### src/rtl/ram_bus_pkg.sv
// Shared constants and types for the RAM bus initiator: widths, op codes,
// bus direction encoding and the DMA state enum.
package ram_bus_pkg;

    localparam int ADDR_W = 12;
    localparam int LEN_W  = 13;

    typedef enum logic {
        OP_FILL = 1'b0,
        OP_COPY = 1'b1
    } op_e;

    localparam logic RW_READ  = 1'b1;
    localparam logic RW_WRITE = 1'b0;

    typedef enum logic [2:0] {
        ST_IDLE    = 3'd0,
        ST_FILL_WR = 3'd1,
        ST_CP_RD   = 3'd2,
        ST_CP_CAP  = 3'd3,
        ST_CP_WR   = 3'd4,
        ST_DONE    = 3'd5
    } state_e;

endpackage

### src/rtl/ram_dma_if.sv
// RAM port bundle: the DMA engine drives it as master, the RAM answers as slave.
interface ram_dma_if #(
    parameter int ADDR_W = ram_bus_pkg::ADDR_W
);
    logic [ADDR_W-1:0] address;
    logic              select;
    logic              rw;
    logic [7:0]        dataOut;
    logic [7:0]        dataIn;

    modport master (
        output address,
        output select,
        output rw,
        output dataOut,
        input  dataIn
    );

    modport slave (
        input  address,
        input  select,
        input  rw,
        input  dataOut,
        output dataIn
    );
endinterface

### src/rtl/ram_dma.sv
// Fill/copy bus initiator for the 4 KiB RAM. Optional feature macro:
// RAM_DMA_CHECKSUM_EN adds an 8-bit modular sum of every byte written.
module ram_dma #(
    parameter int ADDR_W = ram_bus_pkg::ADDR_W,
    parameter int LEN_W  = ram_bus_pkg::LEN_W
) (
    input  logic              clock,
    input  logic              reset_n,
    input  logic              start,
    input  logic              op,
    input  logic [ADDR_W-1:0] srcAddr,
    input  logic [ADDR_W-1:0] dstAddr,
    input  logic [LEN_W-1:0]  length,
    input  logic [7:0]        fillValue,
    input  logic              abort,
    output logic              busy,
    output logic              done,
    output logic              aborted,
    output logic [LEN_W-1:0]  remaining,
    ram_dma_if.master         bus
`ifdef RAM_DMA_CHECKSUM_EN
    ,
    output logic [7:0]        checksum
`endif
);
    import ram_bus_pkg::*;

    localparam logic [LEN_W-1:0] MAX_LEN = LEN_W'(2 ** ADDR_W);

    state_e            r_state;
    logic [ADDR_W-1:0] r_src;
    logic [ADDR_W-1:0] r_dst;
    logic [7:0]        r_fill;
    logic [LEN_W-1:0]  r_remaining;
    logic              r_busy;
    logic              r_done;
    logic              r_aborted;
    logic [ADDR_W-1:0] r_address;
    logic              r_select;
    logic              r_rw;
    logic [7:0]        r_data_out;

    logic [LEN_W-1:0]  w_len_sat;
    logic              w_last;

    assign w_len_sat = (length > MAX_LEN) ? MAX_LEN : length;
    assign w_last    = (r_remaining == LEN_W'(1));

    assign busy        = r_busy;
    assign done        = r_done;
    assign aborted     = r_aborted;
    assign remaining   = r_remaining;
    assign bus.address = r_address;
    assign bus.select  = r_select;
    assign bus.rw      = r_rw;
    assign bus.dataOut = r_data_out;

    // Transfer FSM; bus and status outputs are set on entry to each state
    always_ff @(posedge clock or negedge reset_n) begin
        if (!reset_n) begin
            r_state     <= ST_IDLE;
            r_src       <= '0;
            r_dst       <= '0;
            r_fill      <= 8'h00;
            r_remaining <= '0;
            r_busy      <= 1'b0;
            r_done      <= 1'b0;
            r_aborted   <= 1'b0;
            r_address   <= '0;
            r_select    <= 1'b0;
            r_rw        <= RW_READ;
            r_data_out  <= 8'h00;
        end else begin
            r_done <= 1'b0;
            case (r_state)
                ST_IDLE: begin
                    if (start) begin
                        r_src       <= srcAddr;
                        r_dst       <= dstAddr;
                        r_fill      <= fillValue;
                        r_remaining <= w_len_sat;
                        r_aborted   <= 1'b0;
                        if (w_len_sat == LEN_W'(0)) begin
                            r_state <= ST_DONE;
                            r_done  <= 1'b1;
                        end else if (op == OP_COPY) begin
                            r_state   <= ST_CP_RD;
                            r_busy    <= 1'b1;
                            r_select  <= 1'b1;
                            r_rw      <= RW_READ;
                            r_address <= srcAddr;
                        end else begin
                            r_state    <= ST_FILL_WR;
                            r_busy     <= 1'b1;
                            r_select   <= 1'b1;
                            r_rw       <= RW_WRITE;
                            r_address  <= dstAddr;
                            r_data_out <= fillValue;
                        end
                    end
                end
                ST_FILL_WR: begin
                    r_dst       <= r_dst + ADDR_W'(1);
                    r_remaining <= r_remaining - LEN_W'(1);
                    if (abort || w_last) begin
                        r_state   <= ST_DONE;
                        r_busy    <= 1'b0;
                        r_done    <= 1'b1;
                        r_aborted <= abort;
                        r_select  <= 1'b0;
                        r_rw      <= RW_READ;
                    end else begin
                        r_address <= r_dst + ADDR_W'(1);
                    end
                end
                ST_CP_RD: begin
                    r_select <= 1'b0;
                    r_rw     <= RW_READ;
                    if (abort) begin
                        r_state   <= ST_DONE;
                        r_busy    <= 1'b0;
                        r_done    <= 1'b1;
                        r_aborted <= 1'b1;
                    end else begin
                        r_state <= ST_CP_CAP;
                    end
                end
                ST_CP_CAP: begin
                    if (abort) begin
                        r_state   <= ST_DONE;
                        r_busy    <= 1'b0;
                        r_done    <= 1'b1;
                        r_aborted <= 1'b1;
                    end else begin
                        // RAM read data is valid now; it becomes the byte to write
                        r_state    <= ST_CP_WR;
                        r_select   <= 1'b1;
                        r_rw       <= RW_WRITE;
                        r_address  <= r_dst;
                        r_data_out <= bus.dataIn;
                    end
                end
                ST_CP_WR: begin
                    r_src       <= r_src + ADDR_W'(1);
                    r_dst       <= r_dst + ADDR_W'(1);
                    r_remaining <= r_remaining - LEN_W'(1);
                    if (abort || w_last) begin
                        r_state   <= ST_DONE;
                        r_busy    <= 1'b0;
                        r_done    <= 1'b1;
                        r_aborted <= abort;
                        r_select  <= 1'b0;
                        r_rw      <= RW_READ;
                    end else begin
                        r_state   <= ST_CP_RD;
                        r_select  <= 1'b1;
                        r_rw      <= RW_READ;
                        r_address <= r_src + ADDR_W'(1);
                    end
                end
                ST_DONE: begin
                    r_state <= ST_IDLE;
                end
                default: begin
                    r_state  <= ST_IDLE;
                    r_busy   <= 1'b0;
                    r_select <= 1'b0;
                    r_rw     <= RW_READ;
                end
            endcase
        end
    end

`ifdef RAM_DMA_CHECKSUM_EN
    logic [7:0] r_checksum;

    assign checksum = r_checksum;

    // Running sum of bytes whose write completes on this edge
    always_ff @(posedge clock or negedge reset_n) begin
        if (!reset_n) begin
            r_checksum <= 8'h00;
        end else if (r_state == ST_IDLE && start) begin
            r_checksum <= 8'h00;
        end else if (r_select && r_rw == RW_WRITE) begin
            r_checksum <= r_checksum + r_data_out;
        end
    end
`endif

endmodule
### src/flat_wrapper.sv
// flat-port wrapper written by rule: the top's interface ports become plain ports
module ram_dma_flat import ram_bus_pkg::*;
#(
    parameter int ADDR_W = ram_bus_pkg::ADDR_W,
    parameter int LEN_W  = ram_bus_pkg::LEN_W
)
  (clock, reset_n, start, op, srcAddr, dstAddr, length, fillValue, abort, busy, done, aborted, remaining, bus_address, bus_select, bus_rw, bus_dataOut, bus_dataIn);
  ram_dma_if #(.ADDR_W(ADDR_W)) bus_i ();
  input  logic clock;
  input  logic reset_n;
  input  logic start;
  input  logic op;
  input  logic [ADDR_W-1:0] srcAddr;
  input  logic [ADDR_W-1:0] dstAddr;
  input  logic [LEN_W-1:0] length;
  input  logic [7:0] fillValue;
  input  logic abort;
  output logic busy;
  output logic done;
  output logic aborted;
  output logic [LEN_W-1:0] remaining;
  output wire logic [$bits(bus_i.address)-1:0] bus_address;
  output wire logic [$bits(bus_i.select)-1:0] bus_select;
  output wire logic [$bits(bus_i.rw)-1:0] bus_rw;
  output wire logic [$bits(bus_i.dataOut)-1:0] bus_dataOut;
  input wire logic [$bits(bus_i.dataIn)-1:0] bus_dataIn;
  assign bus_address = bus_i.address;
  assign bus_select = bus_i.select;
  assign bus_rw = bus_i.rw;
  assign bus_dataOut = bus_i.dataOut;
  assign bus_i.dataIn = bus_dataIn;
  ram_dma #(.ADDR_W(ADDR_W), .LEN_W(LEN_W)) u_core (.clock(clock), .reset_n(reset_n), .start(start), .op(op), .srcAddr(srcAddr), .dstAddr(dstAddr), .length(length), .fillValue(fillValue), .abort(abort), .busy(busy), .done(done), .aborted(aborted), .remaining(remaining), .bus(bus_i));
endmodule
### config.mk
export PLATFORM = sky130hd
export DESIGN_NAME = ram_dma_flat
export DESIGN_NICKNAME = d
export VERILOG_FILES = /design/src/rtl/ram_bus_pkg.sv /design/src/rtl/ram_dma_if.sv /design/src/rtl/ram_dma.sv /design/src/flat_wrapper.sv
export SDC_FILE = /design/constraint.sdc
export NUM_CORES = 1
export LEC_CHECK = 0
export CORE_ASPECT_RATIO = 0.8
export CORE_UTILIZATION = 30
export DETAILED_ROUTE_END_ITERATION = 8
export DONT_BUFFER_PORTS = 1
export PLACE_DENSITY_LB_ADDON = 0.12
export SYNTH_ARGS = -nofsm -noshare
export SYNTH_HDL_FRONTEND = slang
export SYNTH_SLANG_ARGS = --single-unit
### constraint.sdc
create_clock -name clock -period 2.7 [get_ports clock]
set_input_delay 0.27 -clock clock [delete_from_list [all_inputs] [get_ports clock]]
set_output_delay 0.27 -clock clock [all_outputs]
set_load 0.02 [all_outputs]
==> out/summary.txt, run 1 <==
status -> finished, violations left
failing checks -> DRC
async set or reset register ratio after synthesis -> 100.0%
antenna-violating nets left -> 0
DP Wirelength -> 10.38 mm
Yosys top cell area share -> 35.81%
RSZ-0062 raised after global routing -> no
WS Path Type -> flip-flop to flip-flop
worst reg-to-reg path cell count -> 8
initial core utilization -> 31.06%
Yosys reg bits -> 65
Post-Synthesis Cells -> 520
Placer Congestion -> 0.8340
initial DRC count -> 246
nets@finish -> 579
Core Footprint -> 14400 µm²
TNS Setup -> 0 ns
combinational share of power -> 48.9%
fill cell count -> 1502
DRC violation count after routing -> 10
post-synthesis cell area -> 4472 µm²
clk_lat worst skew -> 0.33 ns
max_slew headroom -> 51.49%
sequential group share of total power -> 34.9%
Worst EP required -> 2.92 ns
post-CTS sizing -> 0
synth unique cells -> 70
Area contributors post-synth -> dfrtp_1, mux2_2, a21oi_1
leading area contributor after synthesis -> dfrtp_1
CP Max Fanout -> 12
clock root buffer -> clkbuf_16
# setup viols final -> 0
DR vias/cell -> 5.608
Clock Skews -> 0.008422 ns
min-delay src -> start
worst min-delay path class -> input port to flip-flop
GRT Overall Usage -> 18.96%
syn avg cell area -> 8.600 µm²
minimum clock period -> 2.327 ns
initial antenna violation count -> 0
Max Cap Viol -> 0
Final Max Slew Viols -> 0
Cell Int Power -> 3.672 mW
Die ar. -> 15400 µm²
share of layout cells above drive strength 1 -> 14.94%
first drt pass iteration count -> 6
Fin. Hold Viols -> 0
total gr overflow -> 0
clk sinks -> 65
vias in the first global route -> 3755
CTS max path bufs -> 2
Std-Cell Rows -> 39
Power Density -> 1411 nW/µm²
measured slew at the worst slew-check pin -> 0.7210 ns
Core Util, Final -> 34.85%
crit path DAT -> 2.55 ns
Crit Reg-Reg Endpoint -> u_core.bus.address[8]$_DFFE_PN0P_
Hold Path Cell Cnt -> 2
dominant synthesized flop cell -> dfrtp_1
total CTS buffers -> 9
CTS hold repair buffers -> 2
Leak -> 1.965 nW
Ant. Diodes -> 0
post-CTS setup buffers -> 0
first-pass GRT wire length -> 22.60 mm
CTS tree -> built
fmax -> 429.8 MHz
Post-Synthesis Net Count -> 582
Net Sw Power -> 3.410 mW
io pins -> 96
Detailed Route WL -> 14.41 mm
setup slack, reg-to-reg -> 0.37 ns
sw frac -> 48.15%
Die Ht -> 111.2 µm
die span in x -> 138.5 µm
Worst-path clk slew -> 0.06 ns
Clock power frac -> 16.2%
Startpoint Class -> flip-flop
fin crit share -> 86.18%
Worst setup EP type -> flip-flop
post-synthesis sequential area ratio -> 36.40%
Routed WL per cell -> 20.41 µm
R2R Path Start -> u_core.remaining[1]$_DFFE_PN0P_
IO Port Bufs -> 0
CTS HTree Levels -> 3
Area Growth Syn to Fin -> 12.20%
Max VDD drop -> 466.7 µV
synth warn -> 0
hold endpoint -> u_core.done$_DFF_PN0_
EDFF count, synth -> 0
largest net degree at the start of global routing -> 66
total vias in the final route -> 3959
[logic make-up after synthesis]
kind of cell	Yosys count	share of synthesized area [%]
AOI/OAI and AO/OA	162	23.50
xor gates and xnor gates	15	2.938
adders and majority gates	4	1.119
buffers and inverters	55	5.400
DFF	65	36.40
muxes	36	8.786
and+or+nand+nor	183	21.85
[metrics by stage]
step	hold slack [ns]	instances	total power [mW]	area, µm²	worst slack, ns
final	0.04980	706	7.082	5017	0.3731
after floorplan	-0.02559	520	4.955	4472	0.5397
after CTS	0.04910	706	7.123	5017	0.3497
after detailed placement	-0.02260	688	5.915	4693	0.3787
after global routing	0.06212	706	7.642	5017	0.1086
after global placement	-0.02246	688	5.867	4693	0.4283
[critical path: stages, from the launching register on]
cell and delay, ns:
dfrtp_1 0.47, inv_1 0.14, ha_1 0.16, nor4b_1 0.28, buf_4 0.19, nand4_1 0.10, o221ai_1 0.19, or2_4 0.31
mux2_2 0.36
[power by group through the flow]
stage          clock (mW)  combinational [mW]  sequential, mW
2_1_floorplan           0                2.77            2.19
3_3_place_gp            0                3.39            2.47
3_5_place_dp            0                3.43            2.48
4_1_cts              1.18                3.47            2.47
5_1_grt              1.21                3.87            2.56
6_report             1.15                3.46            2.47
[cells in the mapped netlist, types with 7 or more instances]
cell,count
a21oi_1,47
o21ai_0,39
nor3_1,10
nand3_1,20
nor2_1,45
nor4_1,12
nand2_1,37
o22ai_1,9
nor2b_1,9
xnor2_1,10
mux2_2,26
dfrtp_1,64
a221o_1,7
nand4_1,13
mux2i_1,10
clkbuf_1,17
a211oi_1,7
buf_2,18
inv_1,16
[cells in the final DEF (no fill, tap or decap), drive strengths merged, types with 16 or more instances in the layout]
cell   count
o21ai     40
nor2      45
dfrtp     64
nand2     37
a21oi     48
mux2      26
nand3     20
inv       16
buf       24
[how the worst max path moves through the flow]
stage	startpoint	endpoint	slack, ns	cells after the start
finish	u_core.remaining[1]$_DFFE_PN0P_	u_core.bus.address[8]$_DFFE_PN0P_	0.37	8
global route	u_core.remaining[1]$_DFFE_PN0P_	u_core.bus.address[7]$_DFFE_PN0P_	0.11	8
CTS	u_core.remaining[1]$_DFFE_PN0P_	u_core.bus.address[8]$_DFFE_PN0P_	0.35	8
detailed placement	u_core.remaining[1]$_DFFE_PN0P_	u_core.bus.address[8]$_DFFE_PN0P_	0.38	8
global placement	u_core.remaining[1]$_DFFE_PN0P_	u_core.bus.address[0]$_DFFE_PN0P_	0.43	8
floorplan	u_core.remaining[1]$_DFFE_PN0P_	u_core.bus.address[0]$_DFFE_PN0P_	0.54	8
[area by class of cell]
cell class,count,area [µm²],area share [%]
Tap cell,184,230.2,4.589
Clock buffer,14,274.0,5.461
Inverter,16,60.06,1.197
Clock inverter,2,12.51,0.2494
Sequential cell,65,1628,32.44
Timing Repair Buffer,25,210.2,4.190
Multi-Input combinational cell,400,2603,51.87
[per-layer routing]
| metal | global-route usage, % | wire length (µm) |
|---|---|---|
| met5 | 0 | 0 |
| met4 | 2.846 | 87 |
| met3 | 6.263 | 1137 |
| met2 | 28.70 | 6451 |
| met1 | 26.49 | 6731 |
[sequential cells by signal, indices dropped and copies added (netlist names), 3 cells and up]
name and count:
u_core.r_state 3, u_core.r_dst 12, u_core.remaining 13, u_core.bus.dataOut 8
u_core.bus.address 12, u_core.r_src 12
No activity file was read; power rests on OpenSTA's default activity.
==> run 2, diff against run 1 <==
--- a/config.mk
+++ b/config.mk
@@ -9,7 +9,7 @@
 export CORE_UTILIZATION = 30
 export DETAILED_ROUTE_END_ITERATION = 8
 export DONT_BUFFER_PORTS = 1
-export PLACE_DENSITY_LB_ADDON = 0.12
+export PLACE_DENSITY_LB_ADDON = 0.25
 export SYNTH_ARGS = -nofsm -noshare
 export SYNTH_HDL_FRONTEND = slang
 export SYNTH_SLANG_ARGS = --single-unit
==> run 2 against run 1 <==
Compared with the run above:
- clock power up 5%
- via count up 2.1%
- highest routed layer unchanged
- combinational power about the same
- the flow still finishes with violations (DRC)
- utilization about the same
- clock skew down 0.0027 ns
- final cell count down 0.42%
- critical path type unchanged
==> out/summary.txt, run 2 (synthesized netlist as in run 1, its figures left out) <==
sequential group share of total power -> 34.8% (about the same)
total CTS buffers -> 9 (unchanged)
CTS HTree Levels -> 3 (unchanged)
fin crit share -> 86.26% (about the same)
io pins -> 96 (unchanged)
Die Ht -> 111.2 µm (unchanged)
Leak -> 1.954 nW (-0.56%)
initial core utilization -> 31.06% (unchanged)
DP Wirelength -> 10.39 mm (about the same)
combinational share of power -> 48.2% (-0.7 points)
Worst setup EP type -> flip-flop
first drt pass iteration count -> 8 (+2)
CP max stage delay -> 0.62 ns (+0.15 ns)
cell mode on critical path -> nand4_1
GRT Overall Usage -> 18.65% (-0.31 points)
Tot Pwr -> 7.111 mW (+0.41%)
Final Max Slew Viols -> 0 (unchanged)
Placer Congestion -> 0.8315 (-0.30%)
minimum clock period -> 2.329 ns (+0.002070 ns)
crit path buf inv count -> 0 (-2)
Max Cap Viol -> 0 (unchanged)
met2 wire length -> 6.397 mm (-0.84%)
total vias in the final route -> 4043 (+2.1%)
worst setup margin -> 0.3711 ns (-0.002070 ns)
Largest register FFs -> 13 (unchanged)
Clock Skews -> 0.005716 ns (-0.002706 ns)
Die ar. -> 15400 µm² (unchanged)
worst reg-to-reg path cell count -> 5 (-3)
first-pass GRT wire length -> 22.55 mm (-0.21%)
initial DRC count -> 324 (+32%)
antenna-violating nets left -> 0 (unchanged)
Net Sw Power -> 3.421 mW (+0.31%)
hold endpoint -> u_core.done$_DFF_PN0_
crit path DAT -> 2.55 ns (about the same)
TNS Setup -> 0 ns (unchanged)
sw frac -> 48.11% (about the same)
clk sinks -> 65 (unchanged)
WS Path Type -> flip-flop to flip-flop
CTS max path bufs -> 2 (unchanged)
Fin. Hold Viols -> 0 (unchanged)
clock root buffer -> clkbuf_16
status -> finished, violations left
share of layout cells above drive strength 1 -> 14.84% (-0.11 points)
Hold Path Cell Cnt -> 2 (unchanged)
pre-CTS WS -> 0.4186 ns (+0.03991 ns)
Worst-path clk slew -> 0.06 ns (about the same)
RSZ-0062 raised after global routing -> no
CTS tree -> built
Placed Area -> 4671 µm² (-0.48%)
Power Density -> 1418 nW/µm² (+0.46%)
Startpoint Class -> flip-flop
worst min-delay path class -> input port to flip-flop
DRC violation count after routing -> 10 (unchanged)
CP Max Fanout -> 21 (+9)
Top Layer Used -> met4
Core Util, Final -> 34.84% (about the same)
crit path max-delay cell type -> dfrtp_1
nets@finish -> 576 (-0.52%)
Core Footprint -> 14400 µm² (unchanged)
total gr overflow -> 0 (unchanged)
largest net degree at the start of global routing -> 66 (unchanged)
Clock power frac -> 17.0% (+0.8 points)
IO Port Bufs -> 0 (unchanged)
measured slew at the worst slew-check pin -> 0.8057 ns (+0.08465 ns)
Cell Chain, Critical Path -> nor4_1, nand4_1, nand4_1, or2_4, mux2_2
Cell Int Power -> 3.690 mW (+0.50%)
WL met1 -> 5.987 mm (-11%)
DR vias/cell -> 5.751 (+2.6%)
Ant. Diodes -> 0 (unchanged)
# setup viols final -> 0 (unchanged)
fmax -> 429.4 MHz (about the same)
Area Growth Syn to Fin -> 12.14% (about the same)
Max VDD drop -> 386.4 µV (-17%)
min-delay src -> start
commonest non-fill, non-tap cell in the layout -> dfrtp_1
highest-count cells in the layout ignoring fill and taps -> dfrtp_1, a21oi_1, nor2_1, o21ai_0, nand2_1
Crit Reg-Reg Endpoint -> u_core.bus.address[7]$_DFFE_PN0P_
setup slack, reg-to-reg -> 0.37 ns (about the same)
Detailed Route WL -> 13.93 mm (-3.3%)
Std-Cell Rows -> 39 (unchanged)
WL met3 -> 1.359 mm (+20%)
vias in the first global route -> 4064 (+8.2%)
Crit path max-delay family -> simple AND/OR/NAND/NOR gates
initial antenna violation count -> 0 (unchanged)
clk_lat worst skew -> 0.34 ns (about the same)
R2R Path Start -> u_core.r_state[1]$_DFFE_PN0P_
Worst EP required -> 2.92 ns (about the same)
die span in x -> 138.5 µm (unchanged)
Routed WL per cell -> 19.82 µm (-2.9%)
failing checks -> DRC
final instance area -> 5015 µm² (about the same)
max_slew headroom -> 45.79% (-5.7 points)
[run 2: worst max-delay path by stage]
stage                                                from                                end  slack [ns]  cells past startpoint
after global routing      u_core.remaining[1]$_DFFE_PN0P_            u_core.busy$_DFFE_PN0P_        0.26                      7
after global placement      u_core.r_state[1]$_DFFE_PN0P_  u_core.bus.address[8]$_DFFE_PN0P_        0.42                      5
after CTS                   u_core.r_state[1]$_DFFE_PN0P_  u_core.bus.address[7]$_DFFE_PN0P_        0.40                      5
final                       u_core.r_state[1]$_DFFE_PN0P_  u_core.bus.address[7]$_DFFE_PN0P_        0.37                      5
after detailed placement    u_core.r_state[1]$_DFFE_PN0P_  u_core.bus.address[7]$_DFFE_PN0P_        0.42                      5
after floorplan           u_core.remaining[1]$_DFFE_PN0P_  u_core.bus.address[0]$_DFFE_PN0P_        0.54                      8
[run 2: worst register-to-register path, stage by stage (launching register included)]
cell	delay (ns)
dfrtp_1	0.62
nor4_1	0.43
nand4_1	0.27
nand4_1	0.25
or2_4	0.27
mux2_2	0.37
[run 2: cell type report]
class	instances	area, µm²
Clock buffer	10	239.0
Clock inverter	6	67.56
Fill cell	1489	9380
Inverter	16	60.06
Multi-Input combinational cell	400	2603
Sequential cell	65	1628
Tap cell	184	230.2
Timing Repair Buffer	22	187.7
[run 2: power by group through the flow]
stage | Clock [mW] | Combinational [mW] | Sequential [mW]
floorplan | 0 | 2.77 | 2.19
global placement | 0 | 3.32 | 2.48
detailed placement | 0 | 3.39 | 2.49
CTS | 1.24 | 3.43 | 2.47
global route | 1.28 | 3.84 | 2.57
finish | 1.21 | 3.43 | 2.48
[run 2: per-stage QoR]
stage,cells,hold WS [ns]
finish,703,0.05588
detailed placement,685,-0.02190
global placement,685,-0.02165
global route,703,0.05927
CTS,703,0.05004
floorplan,520,-0.02559
[run 2: what timing repair did]
| action | in CTS | in global routing |
|---|---|---|
| hold buffers | 2 | 0 |
| endpoints found under the setup margin | 0 | 0 |
| gates resized for setup | 0 | 0 |
| setup buffers | 0 | 0 |
| endpoints found under the hold margin | 65 | 0 |
[run 2: per-layer routing]
layer,vias to the layer above,global-route usage (%)
li1,1925,-
met1,1946,23.92
met2,155,29.54
met3,17,6.652
met4,0,5.019
met5,-,0
==> run 3, diff against run 2 <==
==> constraint.sdc (replaced) <==
create_clock -name clock -period 2.7 [get_ports clock]
set_input_delay 0.27 -clock clock [delete_from_list [all_inputs] [get_ports clock]]
set_output_delay 0.27 -clock clock [all_outputs]
set_load 0.01 [all_outputs]
==> run 3 against run 2 <==
Compared with the run above:
- the run still ends with DRC left
- final cell count unchanged
- non-clock buffer count is the same
- flip-flop and latch count stayed put
- total power decreased by 3.3%
- global-route usage is essentially flat
- via count is 1.3% higher
- sequential share of layout area barely moved
- register-to-register slack is essentially flat
- maximum frequency rose by 0.25%
- setup slack improved by 0.0059 ns
- critical path type unchanged
- largest cell class unchanged
==> out/summary.txt, run 3 (synthesized netlist as in run 1, its figures left out) <==
status -> finished, violations left
failing checks -> DRC
minimum clock period -> 2.323 ns (-0.005879 ns)
Worst-path clk slew -> 0.05 ns (about the same)
TNS Setup -> 0 ns (unchanged)
post-CTS sizing -> 0 (unchanged)
Leak -> 1.959 nW (+0.29%)
CTS tree -> built
measured slew at the worst slew-check pin -> 0.6604 ns (-0.1453 ns)
Area Growth Syn to Fin -> 12.00%
first drt pass iteration count -> 7 (-1)
max_slew headroom -> 55.57% (+9.8 points)
Hold Slack -> 0.03941 ns (-0.01647 ns)
clk_lat worst skew -> 0.34 ns (about the same)
met2 usage -> 28.36% (-1.2 points)
Clock Skews -> 0.006743 ns (+0.001027 ns)
Max VDD drop -> 490.4 µV (+27%)
routing usage on met3 -> 7.905% (+1.3 points)
die span in x -> 138.5 µm (unchanged)
initial DRC count -> 299 (-7.7%)
fill cell count -> 1504 (+1.0%)
Placer Congestion -> 0.8565 (+3.0%)
Worst setup EP type -> flip-flop
initial core utilization -> 31.06% (unchanged)
Final Max Slew Viols -> 0 (unchanged)
Die ar. -> 15400 µm² (unchanged)
commonest non-fill, non-tap cell in the layout -> dfrtp_1
IO Port Bufs -> 0 (unchanged)
RSZ-0062 raised after global routing -> no
Max Cap Viol -> 0 (unchanged)
Std-Cell Rows -> 39 (unchanged)
post-CTS setup buffers -> 0 (unchanged)
Die Ht -> 111.2 µm (unchanged)
CTS HTree Levels -> 3 (unchanged)
clock root buffer -> clkbuf_16
Startpoint Class -> flip-flop
total CTS buffers -> 9 (unchanged)
fin crit share -> 86.04% (-0.22 points)
initial antenna violation count -> 0 (unchanged)
io pins -> 96 (unchanged)
Ant. Diodes -> 0 (unchanged)
largest net degree at the start of global routing -> 66 (unchanged)
share of layout cells above drive strength 1 -> 14.45% (-0.39 points)
first-pass GRT wire length -> 22.49 mm (-0.27%)
GRT Overall Usage -> 18.70% (+0.044 points)
Largest register FFs -> 13 (unchanged)
crit path DAT -> 2.55 ns (about the same)
DR vias/cell -> 5.825 (+1.3%)
M1 GR Usage -> 24.04% (+0.12 points)
Fin. Hold Viols -> 0 (unchanged)
clk sinks -> 65 (unchanged)
Power Density -> 1373 nW/µm² (-3.2%)
total vias in the final route -> 4095 (+1.3%)
highest-count cells in the layout ignoring fill and taps -> dfrtp_1, a21oi_1, nor2_1, o21ai_0, nand2_1
nets@finish -> 576 (unchanged)
total gr overflow -> 0 (unchanged)
antenna-violating nets left -> 0 (unchanged)
WS Path Type -> flip-flop to flip-flop
worst min-delay path class -> input port to flip-flop
Worst EP required -> 2.93 ns (about the same)
vias in the first global route -> 4045 (-0.47%)
Core Footprint -> 14400 µm² (unchanged)
DRC violation count after routing -> 10 (unchanged)
# setup viols final -> 0 (unchanged)
CP Max Fanout -> 18 (-14%)
fmax -> 430.5 MHz (+0.25%)
DP Wirelength -> 10.20 mm (-1.7%)
Core Util, Final -> 34.79% (-0.043 points)
CTS max path bufs -> 2 (unchanged)
Detailed Route WL -> 13.91 mm (-0.17%)
most crowded layer after global routing -> met2
Routed WL per cell -> 19.78 µm (-0.17%)
[run 3: per-stage QoR]
stage	setup slack (ns)	cell area [µm²]	total power, mW	cells
floorplan	0.5993	4472	4.751	520
global placement	0.4595	4671	5.584	685
detailed placement	0.4099	4671	5.636	685
CTS	0.3977	5009	6.902	703
global route	0.2259	5009	7.468	703
finish	0.3769	5009	6.875	703
[run 3: worst max-delay path, stage by stage, from the launching register on]
cell	delay, ns
dfrtp_1	0.56
buf_4	0.28
nor4_1	0.21
nand4_1	0.26
nand4_1	0.26
or2_4	0.28
mux2_2	0.35
[run 3: per-layer routing]
metal	vias up	wire, µm
met5	-	0
met4	0	255
met3	24	1337
met2	147	6202
met1	2007	6111
li1	1917	-
[run 3: what timing repair did]
item | CTS | global route
hold buffers | 2 | 0
endpoints found under the setup margin | 0 | 0
hold endpoints to repair | 65 | 0
[run 3: path summary, 6_finish.rpt]
path / from / endpoint / slack [ns] / cells past startpoint
hold reg to reg: u_core.r_src[10]$_DFFE_PN0P_ / u_core.r_src[10]$_DFFE_PN0P_ / 0.54 / 2
hold / removal: start / u_core.done$_DFF_PN0_ / 0.04 / 2
setup / recovery: u_core.r_state[2]$_DFFE_PN0P_ / u_core.bus.address[5]$_DFFE_PN0P_ / 0.38 / 6
min in group asynchronous: reset_n / u_core.r_src[8]$_DFFE_PN0P_ / 0.51 / 2
setup reg to reg: u_core.r_state[2]$_DFFE_PN0P_ / u_core.bus.address[5]$_DFFE_PN0P_ / 0.38 / 6
max in group asynchronous: reset_n / u_core.bus.rw$_DFFE_PN1P_ / 1.86 / 2
[run 3: cell type report]
| type | count | area [µm²] | area share [%] |
|---|---|---|---|
| tap | 184 | 230.2 | 4.597 |
| timing repair buffer | 22 | 187.7 | 3.747 |
| multi-input combinational | 400 | 2603 | 51.96 |
| clock buffer | 13 | 260.3 | 5.196 |
| clock inverter | 3 | 40.04 | 0.7994 |
| sequential | 65 | 1628 | 32.50 |
| inverter | 16 | 60.06 | 1.199 |
[run 3: power by group]
group	internal, mW	switching [mW]	total (mW)
sequential	1.47	0.819	2.29
combinational	1.47	1.91	3.38
clock	0.762	0.438	1.20
total	3.71	3.17	6.88
